**src/rtl/pipeline_elastic.sv**
```systemverilog
// Elastic valid/ready pipeline register chain with bubble collapse, global stall and flush.
// Optional occupancy counter and occ port are built when PIPE_OCC_EN is defined.
module pipeline_elastic #(
  parameter int DATA_W = 9,
  parameter int DEPTH  = 5
) (
  input  logic              clk,
  input  logic              rst,
  input  logic              enable,
  input  logic              flush,
  input  logic [DATA_W-1:0] in_data,
  input  logic              in_valid,
  output logic              in_ready,
  output logic [DATA_W-1:0] out_data,
  output logic              out_valid,
  input  logic              out_ready
`ifdef PIPE_OCC_EN
  ,
  output logic [$clog2(DEPTH+1)-1:0] occ
`endif
);

  logic [DATA_W-1:0] dataQ [DEPTH];
  logic [DEPTH-1:0]  validQ;
  logic [DEPTH:0]    rdy;

  // A stage can load when the output drains or any stage from it onward holds a bubble.
  assign rdy[DEPTH] = out_ready;
  for (genvar g = 0; g < DEPTH; g++) begin : gRdy
    assign rdy[g] = out_ready | ~(&validQ[DEPTH-1:g]);
  end

  assign in_ready  = rdy[0] & enable & ~flush;
  assign out_valid = validQ[DEPTH-1] & enable & ~flush;
  assign out_data  = dataQ[DEPTH-1];

  always_ff @(posedge clk or negedge rst) begin
    if (!rst) begin
      validQ <= '0;
      for (int i = 0; i < DEPTH; i++) begin
        dataQ[i] <= '0;
      end
    end else if (flush) begin
      validQ <= '0;
    end else if (enable) begin
      if (rdy[0]) begin
        dataQ[0]  <= in_data;
        validQ[0] <= in_valid;
      end
      for (int i = 1; i < DEPTH; i++) begin
        if (rdy[i]) begin
          dataQ[i]  <= dataQ[i-1];
          validQ[i] <= validQ[i-1];
        end
      end
    end
  end

`ifdef PIPE_OCC_EN
  localparam int OCC_W = $clog2(DEPTH+1);

  logic             accept;
  logic             retire;
  logic [OCC_W-1:0] occQ;

  assign accept = in_valid & in_ready;
  assign retire = out_valid & out_ready;
  assign occ    = occQ;

  always_ff @(posedge clk or negedge rst) begin
    if (!rst) begin
      occQ <= '0;
    end else if (flush) begin
      occQ <= '0;
    end else begin
      occQ <= occQ + OCC_W'(accept) - OCC_W'(retire);
    end
  end
`endif

endmodule

```
**config.mk**
```make
export PLATFORM = sky130hd
export DESIGN_NAME = pipeline_elastic
export DESIGN_NICKNAME = d
export VERILOG_FILES = /design/src/rtl/pipeline_elastic.sv
export SDC_FILE = /design/constraint.sdc
export NUM_CORES = 1
export LEC_CHECK = 0
export CAP_MARGIN = 20
export CORE_MARGIN = 8
export CORE_UTILIZATION = 54
export CTS_CLUSTER_SIZE = 28
export DETAILED_ROUTE_END_ITERATION = 8
export GPL_ROUTABILITY_DRIVEN = 0
export GPL_TIMING_DRIVEN = 0
export PLACE_DENSITY_LB_ADDON = 0.15
export SLEW_MARGIN = 20
export SYNTH_ARGS = -nofsm -noshare
export SYNTH_HDL_FRONTEND = slang
export SYNTH_SLANG_ARGS = --single-unit
export TNS_END_PERCENT = 30
```
**constraint.sdc**
```tcl
create_clock -name clk -period 1.9 [get_ports clk]
set_input_delay 0.475 -clock clk [delete_from_list [all_inputs] [get_ports clk]]
set_output_delay 0.475 -clock clk [all_outputs]
set_load 0.02 [all_outputs]
```
==> flow_metrics.tcl <==
set metrics [dict create \
    cts_tree "done" \
    dpl-instance-area_um2 2350 \
    syn2layout_area_growth_pct 21.3 \
    grt_pass1_wl_um 5670 \
    hp-class "input pin to asynchronous set/reset pin" \
    reg2reg_slack_ps 280 \
    worstRegToRegCells 4 \
    timing.final.hold_violations 0 \
    slew_viol_final 0 \
    die_x_um 77.3 \
    final_nets 187 \
    rsz0062_at_grt "false" \
    worstPathCellList "clkdlybuf4s15_2, and2b_1, buf_4, and2_1, buf_2" \
    r2r_start "validQ[4]" \
    worstSetupEndpointType "output port" \
    synth_area_leaders "dfrtp_1 (62%), mux2_2 (24%), buf_4 (4.4%), a21oi_1 (0.99%), a21boi_4 (0.92%)" \
    clock_skew_ps 9.20 \
    clockRootBuffer "clkbuf_8" \
    status "complete, no violations" \
    fin_area_um2 2460 \
    cp.required_ps 1420 \
    synth_edf_count 0 \
    crit_fanout 6 \
    antenna_found_initial 0 \
    diodes 0 \
    ctsHoldBuffers 0 \
    core_area_um2 3630 \
    critPathKind "input pin to output port" \
    routedWlPerCell_um 14.0 \
    drive_gt1_share_pct 44.5 \
    syn_area_um2 2030 \
    grt_pass1_vias 1227 \
    drcViolationCount 0 \
    place_hpwl_um 2320 \
    clk_pin_slew_ps 80 \
    ios 26 \
    gr-total-overflow 0 \
    slew_headroom_pct 67.2 \
    clkLatencyLatePin_ps 300 \
    critPathArrivalTime_ps 1340 \
    grt_max_degree 30 \
    drtIter0Drc 37 \
    final.setup.tns_ps 0 \
    initial_utilization_pct 55.9 \
    crit_buf_inv 3 \
    seqCellArea_um2 1250 \
    rows 22 \
    maxCapViolCount 0 \
    io_buffers 24 \
    viasPerCell 5.14 \
    total_leakage_power_nw 1.09 \
    worstSetupStartpoint "flush" \
    ys_seq_area_share_pct 61.6 \
    synthCells 136 \
    track_usage_pct 11.8 \
    routed_wl_um 3100 \
    avgSynthCellArea_um2 14.9 \
    synth_common_cells "dfrtp_1 (50), mux2_2 (44), buf_4 (12)" \
    synth_most_common_cell "dfrtp_1" \
    period_needed_ps 1820 \
    num_vias 1137 \
    crit_family "buffers and inverters" \
    numCtsBuffers 5 \
    fin_cells 221 \
    cts_max_path_buffers 2 \
    ant_nets 0 \
    ir_drop_mv 0.608 \
    synth.distinct_cells 23 \
    synthFlopType "dfrtp_1" \
    multi_input_area_um2 687 \
    syn-num-nets 151 \
    yosysTopAreaCell "dfrtp_1" \
    worstMarginPinSlew_ps 491 \
    finalSetupViolCount 0 \
    fp.dieArea_um2 5980 \
    setup.worst_path.end "out_valid" \
    yosys.area.top_type_share_pct 61.6 \
    htreeDepth 2 \
    synth-seq-cells 50 \
    r2r-end "dataQ[29]" \
    drt_first_pass_iters 4 \
    yosysWarnings 0 \
    slowest_stage "clkdlybuf4s15_2" \
    nFillCells 275 \
    critPathLaunchType "input pin" \
    dp.cells 209 \
    synthArstFlopShare_pct 100 \
    power_per_cell_area_nw_per_um2 1220 \
    cp.depth 5 \
    cts_sinks 50 \
    whs_ps 133 \
    fmax_mhz 549 \
    fin_crit_sh_pct 95.8 \
    die_h_um 77.3 \
    max_stage_delay_ps 230 \
]
cells by family after synthesis:
family | synth area share (%)
DFF | 61.6
muxes | 25.4
and+or+nand+nor | 4.37
buffers and inverters | 4.99
AOI/OAI and AO/OA | 3.63
registers in the layout, indices dropped and copies added, names as in the netlist:
register / cells
dataQ: 36
out_data: 9
validQ: 5
layout make-up:
cell class	count	area share, %
Clock buffer	7	3.50
Buffer	12	3.65
Sequential cell	50	50.8
Multi-Input combinational cell	71	27.9
Clock inverter	1	0.203
Tap cell	48	2.44
Inverter	3	0.457
Timing Repair Buffer	29	11.1
worst register-to-register path: stages, from the launching register on:
cell and delay (ps):
dfrtp_1 390, buf_4 150, and4b_1 240, a21boi_4 340, mux2_2 390
metrics by stage:
| stage | setup slack (ps) | util (%) | total power [W] |
|---|---|---|---|
| after detailed placement | -897 | 64.6 | 0.00244 |
| final | 80.1 | 67.8 | 0.00300 |
| after CTS | 14.4 | 67.5 | 0.00305 |
| after global placement | -909 | 64.2 | 0.00238 |
| after global routing | 2.68 | 67.8 | 0.00321 |
| after floorplan | 164 | - | 0.00209 |
cells in the final DEF, fill, tap and decap left out, types with 2 or more instances in the layout:
cell type        netlist  final
a21oi_1                4      4
buf_2                  0      2
buf_4                 12     17
clkbuf_8               0      6
clkdlybuf4s50_1        0     19
dfrtp_1               50     50
inv_1                  3      3
mux2_2                44     44
nand2_1                4      4
nand2_2                2      2
o21ai_0                2      2
where the power goes:
part,switching (W),internal [W],total (W)
combinational,0.000306,0.000549,0.000855
sequential,0.000160,0.00138,0.00154
clock,0.000314,0.000294,0.000608
how the worst min path moves through the flow:
stage,from,end,slack (ps),cells past startpoint
floorplan,rst,dataQ[10],180,0
global placement,dataQ[34],dataQ[34],470,1
detailed placement,rst,out_data[8],470,1
CTS,rst,out_data[8],140,1
global route,rst,out_data[8],160,1
finish,rst,out_data[8],130,1
routing by layer:
layer	global-route usage [%]	up-vias	wire length (um)
met2	18.7	34	1480
met5	0	-	0
li1	-	538	-
met1	13.8	560	1330
met4	4.53	0	51
met3	5.41	5	235
what timing repair did:
| item | CTS | global route |
|---|---|---|
| cloned | 0 | 0 |
| gates resized for setup | 13 | 3 |
| pin swaps | 1 | 1 |
| setup endpoints to repair | 6 | 1 |
| buffers inserted | 2 | 2 |
Note: power is estimated with default switching activity, not from simulation.
